`src/rtl/crono_pkg.sv`:
```
// Shared types and constants for the hours:minutes:seconds countdown timer.
package crono_pkg;

  // Controller states, in the order IDLE, SET, RUN, DONE.
  typedef enum logic [1:0] {
    IDLE = 2'd0,
    SET  = 2'd1,
    RUN  = 2'd2,
    DONE = 2'd3
  } state_t;

  // Upper bounds for the seconds and minutes fields.
  localparam int SEC_MAX = 59;
  localparam int MIN_MAX = 59;

  // Codes on field_sel that pick which field is being adjusted.
  localparam logic [1:0] FLD_NONE = 2'd0;
  localparam logic [1:0] FLD_SEG  = 2'd1;
  localparam logic [1:0] FLD_MIN  = 2'd2;
  localparam logic [1:0] FLD_HORA = 2'd3;

endpackage

```
`src/rtl/crono_field.sv`:
```
// One modulo time field (seconds, minutes or hours).
// inc_i/dec_i are user adjustments that obey WRAP; bdec_i is the countdown
// decrement, which always wraps 0 -> MAX and reports that wrap on borrow_o.
// Priority when several are high: inc_i, then dec_i, then bdec_i.
module crono_field #(
  parameter int MAX  = 59,
  parameter int W    = 6,
  parameter int WRAP = 1
) (
  input  logic         clk,
  input  logic         rst,
  input  logic         inc_i,
  input  logic         dec_i,
  input  logic         bdec_i,
  output logic [W-1:0] val_o,
  output logic         borrow_o
);

  localparam logic [W-1:0] MAXV = W'(MAX);

  logic [W-1:0] val_q;
  logic [W-1:0] val_d;

  // Next value: adjustment steps honour WRAP; the countdown step always wraps.
  always_comb begin
    val_d = val_q;
    if (inc_i) begin
      if (val_q == MAXV) val_d = (WRAP != 0) ? '0 : MAXV;
      else               val_d = val_q + 1'b1;
    end else if (dec_i) begin
      if (val_q == '0) val_d = (WRAP != 0) ? MAXV : '0;
      else             val_d = val_q - 1'b1;
    end else if (bdec_i) begin
      if (val_q == '0) val_d = MAXV;
      else             val_d = val_q - 1'b1;
    end
  end

  // Field register, cleared by the synchronous reset.
  always_ff @(posedge clk) begin
    if (rst) val_q <= '0;
    else     val_q <= val_d;
  end

  assign val_o    = val_q;
  assign borrow_o = bdec_i && (val_q == '0);

endmodule

```
`src/rtl/crono_timer_hms.sv`:
```
// Hours:minutes:seconds countdown timer with per-field set mode, 1 Hz tick
// driven countdown with borrow chain, and done indication at 00:00:00.
// Control inputs are level-sampled on each rising clk; there is no
// valid/ready handshake: tick is a one-cycle strobe, aumento/disminuye give
// one step per cycle held, start/stop are acted on in the cycle they are seen.
module crono_timer_hms
  import crono_pkg::*;
#(
  parameter int HOUR_MAX = 23,
  parameter int HOUR_W   = 5,
  parameter int SET_WRAP = 1
) (
  input  logic              clk,
  input  logic              rst,
  input  logic              tick,
  input  logic [1:0]        field_sel,
  input  logic              aumento,
  input  logic              disminuye,
  input  logic              start,
  input  logic              stop,
  output logic [5:0]        seg,
  output logic [5:0]        min,
  output logic [HOUR_W-1:0] hora,
  output logic              running,
  output logic              done,
  output logic              done_pulse,
  output state_t            state_dbg
);

  state_t state_q, state_d;
  logic   running_q, done_q, done_pulse_q;

  logic   adj_en;     // SET adjustment allowed this cycle
  logic   cnt_en;     // countdown decrement this cycle
  logic   time_zero;
  logic   last_sec;   // value is 00:00:01, so this decrement reaches zero

  logic   inc_seg, dec_seg, inc_min, dec_min, inc_hora, dec_hora;
  logic   borrow_seg, borrow_min, borrow_hora;

  assign time_zero = (seg == '0) && (min == '0) && (hora == '0);
  assign last_sec  = (seg == 6'd1) && (min == '0) && (hora == '0);

  // Next-state logic and adjust/countdown enables.
  always_comb begin
    state_d = state_q;
    adj_en  = 1'b0;
    cnt_en  = 1'b0;
    case (state_q)
      IDLE: begin
        if (field_sel != FLD_NONE)     state_d = SET;
        else if (start && !time_zero)  state_d = RUN;
      end
      SET: begin
        // A valid start wins over any adjustment requested in the same cycle.
        if (start && !time_zero)         state_d = RUN;
        else if (field_sel == FLD_NONE)  state_d = IDLE;
        else                             adj_en  = 1'b1;
      end
      RUN: begin
        // stop beats tick: the value freezes without a final decrement.
        if (stop) begin
          state_d = IDLE;
        end else if (tick) begin
          cnt_en = 1'b1;
          if (last_sec) state_d = DONE;
        end
      end
      DONE: begin
        if (stop || start || (field_sel != FLD_NONE)) state_d = IDLE;
      end
      default: state_d = IDLE;
    endcase
  end

  // Per-field adjust strobes; aumento wins when both buttons are held.
  always_comb begin
    inc_seg  = adj_en && (field_sel == FLD_SEG)  && aumento;
    dec_seg  = adj_en && (field_sel == FLD_SEG)  && !aumento && disminuye;
    inc_min  = adj_en && (field_sel == FLD_MIN)  && aumento;
    dec_min  = adj_en && (field_sel == FLD_MIN)  && !aumento && disminuye;
    inc_hora = adj_en && (field_sel == FLD_HORA) && aumento;
    dec_hora = adj_en && (field_sel == FLD_HORA) && !aumento && disminuye;
  end

  crono_field #(.MAX(SEC_MAX), .W(6), .WRAP(SET_WRAP)) u_seg (
    .clk      (clk),
    .rst      (rst),
    .inc_i    (inc_seg),
    .dec_i    (dec_seg),
    .bdec_i   (cnt_en),
    .val_o    (seg),
    .borrow_o (borrow_seg)
  );

  crono_field #(.MAX(MIN_MAX), .W(6), .WRAP(SET_WRAP)) u_min (
    .clk      (clk),
    .rst      (rst),
    .inc_i    (inc_min),
    .dec_i    (dec_min),
    .bdec_i   (borrow_seg),
    .val_o    (min),
    .borrow_o (borrow_min)
  );

  crono_field #(.MAX(HOUR_MAX), .W(HOUR_W), .WRAP(SET_WRAP)) u_hora (
    .clk      (clk),
    .rst      (rst),
    .inc_i    (inc_hora),
    .dec_i    (dec_hora),
    .bdec_i   (borrow_min),
    .val_o    (hora),
    .borrow_o (borrow_hora)
  );

  // State and status registers; status is decoded from the next state so it
  // lines up with the state it describes.
  always_ff @(posedge clk) begin
    if (rst) begin
      state_q      <= IDLE;
      running_q    <= 1'b0;
      done_q       <= 1'b0;
      done_pulse_q <= 1'b0;
    end else begin
      state_q      <= state_d;
      running_q    <= (state_d == RUN);
      done_q       <= (state_d == DONE);
      done_pulse_q <= (state_q == RUN) && (state_d == DONE);
    end
  end

  assign running    = running_q;
  assign done       = done_q;
  assign done_pulse = done_pulse_q;
  assign state_dbg  = state_q;

  // The hour field never borrows in practice (countdown stops at zero).
  logic unused_borrow;
  assign unused_borrow = borrow_hora;

endmodule

```
`config.mk`:
```
export PLATFORM = sky130hd
export DESIGN_NAME = crono_timer_hms
export DESIGN_NICKNAME = d
export VERILOG_FILES = /design/src/rtl/crono_pkg.sv /design/src/rtl/crono_field.sv /design/src/rtl/crono_timer_hms.sv
export SDC_FILE = /design/constraint.sdc
export NUM_CORES = 1
export LEC_CHECK = 0
export CAP_MARGIN = 30
export CORE_MARGIN = 2
export CORE_UTILIZATION = 54
export DETAILED_ROUTE_END_ITERATION = 8
export PLACE_DENSITY = 0.81
export SYNTH_ARGS = -nofsm -noshare
export SYNTH_HDL_FRONTEND = slang
export SYNTH_SLANG_ARGS = --single-unit
export TNS_END_PERCENT = 1
```
`constraint.sdc`:
```
create_clock -name clk -period 2.65 [get_ports clk]
set_input_delay 0.53 -clock clk [delete_from_list [all_inputs] [get_ports clk]]
set_output_delay 0.53 -clock clk [all_outputs]
set_load 0.02 [all_outputs]
```
==> results of run 1 <==
[worst paths after layout]
kind | startpoint | endpoint | slack (ns) | cells past startpoint
worst min register to register | u_hora.val_o[3] | u_hora.val_o[3] | 0.61 | 2
worst max-delay path | u_hora.val_o[1] | u_seg.val_o[4] | 0.29 | 9
worst max register to register | u_hora.val_o[1] | u_seg.val_o[4] | 0.29 | 9
worst min-delay path | u_hora.val_o[3] | u_hora.val_o[3] | 0.61 | 2
[layout by cell type, fill, tap and decap left out, drive strengths merged, types with 2 or more instances in the layout]
cell type,count
nor3,12
xnor2,3
a211oi,8
xor2,2
o31a,2
inv,16
clkbuf,3
nand4b,2
nand2,23
nand4,2
a22oi,3
o311ai,2
nor4,4
or2,2
a21o,2
a311oi,7
and2,3
nand3,11
nor3b,2
clkdlybuf4s50,30
a21oi,16
and3,3
dfxtp,22
a32o,2
buf,19
a22o,3
o211ai,5
a211o,3
nand2b,2
nor2b,4
ha,9
or3,2
nor2,24
a31oi,2
a2111oi,3
o21ai,12
[layout make-up]
cell class	count	area share, %
Sequential cell	22	19.1
Timing Repair Buffer	49	19.8
Clock buffer	3	0.977
Tap cell	46	2.50
Multi-Input combinational cell	190	55.0
Inverter	16	2.61
[flip-flops by register name (all words and copies together), names as in the netlist]
signal / flops
u_min.val_o: 6
u_seg.val_o: 6
u_hora.val_o: 5
state_dbg: 2
done: 1
done_pulse: 1
running: 1
[synth_stat cells (all sizes together) (3+ instances only)]
| cell type | number | area [um^2] |
|---|---|---|
| and3 | 3 | 18.8 |
| a22o | 3 | 26.3 |
| dfxtp | 22 | 440 |
| nor2b | 4 | 25.0 |
| a2111oi | 3 | 45.1 |
| a211oi | 8 | 70.1 |
| nand2 | 23 | 86.3 |
| nor2 | 24 | 90.1 |
| clkbuf | 12 | 46.3 |
| o21ai | 12 | 60.1 |
| a311oi | 7 | 61.3 |
| nand3 | 11 | 55.1 |
| a22oi | 3 | 22.5 |
| nor4 | 4 | 31.3 |
| a21oi | 16 | 83.8 |
| ha | 9 | 113 |
| inv | 16 | 60.1 |
| xnor2 | 3 | 26.3 |
| buf | 7 | 60.1 |
| nor3 | 12 | 60.1 |
| a211o | 3 | 27.5 |
| and2 | 3 | 18.8 |
| o211ai | 5 | 37.5 |
[stage by stage]
stage          hold slack [ns]  cell area, um^2  cells  worst slack, ns
2_1_floorplan            0.621             1870    247            0.340
3_3_place_gp             0.589             2280    323            0.184
3_5_place_dp             0.587             2280    323            0.157
4_1_cts                  0.606             2300    326            0.166
5_1_grt                  0.643             2300    326            0.107
6_report                 0.606             2300    326            0.294
[layer usage]
layer | GRT usage [%] | up-vias | wire [um]
li1 | - | 976 | -
met1 | 34.4 | 907 | 2180
met2 | 36.2 | 63 | 2050
met3 | 3.06 | 5 | 262
met4 | 6.11 | 0 | 49
met5 | 0 | - | 0
[logic make-up after synthesis]
group / synth area share (%)
DFF: 23.5
muxes: 0.535
and+or+nand+nor: 28.2
adders and majority gates: 6.02
AOI/OAI and AO/OA: 30.4
buffers and inverters: 8.90
xor gates and xnor gates: 2.34
[power groups by stage]
stage	clock (mW)	sequential, mW	combinational (mW)
after floorplan	0	0.428	0.347
final	0.158	0.399	0.535
after global placement	0	0.405	0.525
after CTS	0.160	0.399	0.533
after detailed placement	0	0.406	0.532
after global routing	0.173	0.404	0.594
[critical path: stages, from the launching register on]
cell and delay, ns:
dfxtp_1 0.36, inv_1 0.12, ha_1 0.20, nor4b_4 0.29, nand4_4 0.21, a2111oi_4 0.46, buf_12 0.18, a211oi_1 0.05
a211o_1 0.27, a21oi_1 0.14
[timing repair]
action | CTS | global route
gates resized for setup | 0 | 1
buffers inserted | 0 | 0
setup endpoints to repair | 0 | 1
==> run summary, run 1 <==
Flip-flop and latch count after synthesis = 22
Outcome = finished, final reports clean
Total core area = 3340 um^2
Setup CP Type = flip-flop to flip-flop
Critical Path Sink Type = flip-flop
# diodes = 0
Internal Pwr Total = 0.647 mW
Share of layout cells above drive strength 1 = 12.9%
Pin count of the biggest net entering global routing = 15
Clk pwr share = 14.5%
Sequential Area = 440 um^2
Tmin final = 2.36 ns
Antenna violations before repair = 0
Site row count = 21
Clock-pin slew on the worst setup and hold paths = 0.13 ns
Die Y = 62.9 um
Vias in the first global route = 1626
Clk sinks = 22
Port Buf Inserts = 30
Max VDD drop = 0.213 mV
DRT Wirelength = 4.54 mm
Routed WL per cell = 13.9 um
Fin. max-slew vios = 0
Critical Path RT = 2.89 ns
CTS tree = yes
Async SR Flop Fraction = 0%
Yosys cell types = 54
Synth warnings = 0
Number of remaining DRC errors = 0
Seq/Total Area, Yosys = 23.5%
H-tree levels = 1
Leakage = 0.843 nW
Max transition margin = 70.5%
Max-Cap Viols = 0
Worst-path maximum fanout = 11
Gp weighted congestion = 0.907
Total GRT Usage = 23.5%
NetSw = 0.446 mW
Multi-input gate area = 1270 um^2
Drt pass-1 iters = 4
Pwr per Cell Area = 474 nW/um^2
Final Total Pwr = 1.09 mW
Synth Area per Inst = 7.57 um^2
Grt total ovfl = 0
Combinational power share = 49.0%
RSZ-0062 raised after global routing = false
Hold buffer count at cts = 0
Final setup fails = 0
Final core occ = 69.1%
Starting Density = 56.1%
Clock buffer count from CTS = 3
Fmax = 425 MHz
Global-route wire length before repair = 7.66 mm
Starting DRC count in detailed routing = 194
Syn Nets = 265
Switch share = 40.8%
Vias per Instance = 5.98
CP Launch Type = flip-flop
Worst-margin pin slew = 0.441 ns
Die Footprint = 3950 um^2
Hold Vio Cnt, Final = 0
Via count = 1951
Final Skew = 0.0128 ns
Arr. time, crit path = 2.60 ns
Root Driver = clkbuf_4
Die X = 62.9 um
Final nets = 300
ANT nets after route = 0
Flop pwr share = 36.5%
Post-DP HPWL = 3.46 mm
Worst hold-check path type = flip-flop to flip-flop
Worst-Skew Late Latency = 0.32 ns
Max clock buf depth = 2
Instance count of the mapped netlist = 247
IO Count = 31
Number of synthesized flops with an enable pin = 0
Final TNS setup = 0 ns
Fill cell count = 293
Syn Std Cell Area = 1870 um^2
Final period utilization = 88.9%
Main flop type after synthesis = dfxtp_1
Area added between synthesis and finish = 23.2%
(Power assumes the default switching activity.)
==> run 2, diff against run 1 <==
--- a/config.mk
+++ b/config.mk
@@ -8,7 +8,9 @@
 export CAP_MARGIN = 30
 export CORE_MARGIN = 2
 export CORE_UTILIZATION = 54
+export CTS_CLUSTER_DIAMETER = 50
 export DETAILED_ROUTE_END_ITERATION = 8
+export MAX_ROUTING_LAYER = met4
 export PLACE_DENSITY = 0.81
 export SYNTH_ARGS = -nofsm -noshare
 export SYNTH_HDL_FRONTEND = slang
==> run 2 against run 1 <==
Compared with the run above: global-route usage rose by 2.3 points; maximum frequency fell by 5.3%; flip-flop and latch count did not move; critical endpoint unchanged; routed wire length rose by 2.5%; hold slack improved by 0.00068 ns; die area did not move; largest cell class unchanged.
==> run summary, run 2 (synthesis results as in run 1) <==
Vias in the first global route = 1765 (+8.5%)
Max-Cap Viols = 0 (unchanged)
Tmin final = 2.49 ns (+0.131 ns)
Vias per Instance = 5.94 (-0.72%)
Share of layout cells above drive strength 1 = 12.5% (-0.36 points)
CP Cell Sequence = inv_1 > ha_1 > nor3b_1 > nand4_4 > a2111oi_4 > buf_12 > a211oi_1 > a211o_1 > a21oi_1
DRT Wirelength = 4.65 mm (+2.5%)
Die X = 62.9 um (unchanged)
Fmax = 402 MHz (-5.3%)
Site row count = 21 (unchanged)
Fin. max-slew vios = 0 (unchanged)
ANT nets after route = 0 (unchanged)
Post-DP HPWL = 3.54 mm (+2.4%)
Final Skew = 0.00112 ns (-0.0117 ns)
Placed cell count = 323 (unchanged)
Gp weighted congestion = 0.927 (+2.3%)
Via count = 1937 (-0.72%)
Worst-margin pin slew = 0.465 ns (+0.0243 ns)
Final setup fails = 0 (unchanged)
CP Launch Type = flip-flop
Port Buf Inserts = 30 (unchanged)
Post-DP Area = 2280 um^2 (unchanged)
Clock-pin slew on the worst setup and hold paths = 0.12 ns (about the same)
# resized after CTS = 0 (unchanged)
CP max stage cell = a2111oi_4
Max transition margin = 68.2% (-2.3 points)
Die Footprint = 3950 um^2 (unchanged)
Die Y = 62.9 um (unchanged)
Total core area = 3340 um^2 (unchanged)
Drt pass-1 iters = 4 (unchanged)
Setup CP Type = flip-flop to flip-flop
Area added between synthesis and finish = 22.9%
Leakage = 0.840 nW (-0.32%)
Max VDD drop = 0.299 mV (+40%)
Post-CTS Setup Inserts = 0 (unchanged)
Number of remaining DRC errors = 0 (unchanged)
Worst hold-check path type = flip-flop to flip-flop
CTS tree = yes
Grt total ovfl = 0 (unchanged)
Global-route wire length before repair = 8.19 mm (+6.9%)
Layout Cells excl Fill = 326 (unchanged)
Root Driver = clkbuf_4
Arr. time, crit path = 2.74 ns (+0.14 ns)
Pwr per Cell Area = 477 nW/um^2 (+0.63%)
Fill cell count = 311 (+6.1%)
Clock buffer count from CTS = 3 (unchanged)
# diodes = 0 (unchanged)
Final period utilization = 93.8% (+4.9 points)
Worst-path maximum fanout = 11 (unchanged)
Critical Path RT = 2.90 ns (about the same)
Hold buffer count at cts = 0 (unchanged)
Starting Density = 56.1% (unchanged)
Pin count of the biggest net entering global routing = 15 (unchanged)
Worst-Skew Late Latency = 0.32 ns (about the same)
Sequential Area = 440 um^2 (unchanged)
Commonest cells after routing, fill and taps aside = clkdlybuf4s50_1, nor2_1, nand2_1
RSZ-0062 raised after global routing = false
Routed WL per cell = 14.3 um (+2.5%)
Total GRT Usage = 25.8% (+2.3 points)
H-tree levels = 1 (unchanged)
IO Count = 31 (unchanged)
Final TNS setup = 0 ns (unchanged)
Starting DRC count in detailed routing = 137 (-29%)
Post-Layout Inst Area = 2300 um^2 (-0.22%)
Commonest non-fill, non-tap cell in the layout = clkdlybuf4s50_1
Outcome = finished, final reports clean
Final nets = 300 (unchanged)
Critical Path Sink Type = flip-flop
Antenna violations before repair = 0 (unchanged)
Multi-input gate area = 1260 um^2 (-0.39%)
Hold Vio Cnt, Final = 0 (unchanged)
Clk sinks = 22 (unchanged)
Max clock buf depth = 2 (unchanged)
CP peak stage delay = 0.45 ns (about the same)
run 2: layout make-up:
class | instances | share of cell area [%]
clock buffer | 3 | 0.979
inverter | 16 | 2.61
multi-input combinational | 190 | 55.0
sequential | 22 | 19.2
tap | 46 | 2.50
timing repair buffer | 49 | 19.8
run 2: final timing paths:
kind / startpoint / endpoint / slack (ns) / depth (start not counted)
setup / recovery: u_min.val_o[1] / u_seg.val_o[4] / 0.16 / 9
hold / removal: u_hora.val_o[3] / u_hora.val_o[3] / 0.61 / 2
setup reg to reg: u_min.val_o[1] / u_seg.val_o[4] / 0.16 / 9
hold reg to reg: u_hora.val_o[3] / u_hora.val_o[3] / 0.61 / 2
run 2: power by group:
group / switching [mW] / total, mW / internal, mW / leakage [nW]
Clock: 0.107 / 0.161 / 0.0533 / 0.0138
Sequential: 0.0396 / 0.398 / 0.358 / 0.179
Combinational: 0.304 / 0.538 / 0.234 / 0.648
run 2: metal layers:
| layer | global-route usage, % | up-vias | share of wire, % |
|---|---|---|---|
| met5 | - | - | 0 |
| met4 | 8.06 | 0 | 1.1 |
| met3 | 2.88 | 5 | 4.6 |
| met2 | 40.1 | 55 | 47 |
| met1 | 35.2 | 908 | 47 |
| li1 | - | 969 | - |
run 2: stage by stage:
step | setup slack (ns) | hold slack [ns] | util [%] | power (mW)
after floorplan | 0.340 | 0.621 | - | 0.775
after global placement | 0.188 | 0.589 | 68.2 | 0.931
after detailed placement | 0.120 | 0.588 | 68.2 | 0.942
after CTS | 0.165 | 0.608 | 68.9 | 1.10
after global routing | 0.00439 | 0.636 | 68.9 | 1.18
final | 0.163 | 0.607 | 68.9 | 1.10
run 2: critical path, delay by kind of cell (launching register included):
family / cells / cell delay, ns
AO/OA/AOI/OAI: 4 / 0.91
AND/OR/NAND/NOR: 2 / 0.67
flip-flops: 1 / 0.38
buffers and inverters: 2 / 0.28
adder cells (fa/ha/maj): 1 / 0.18
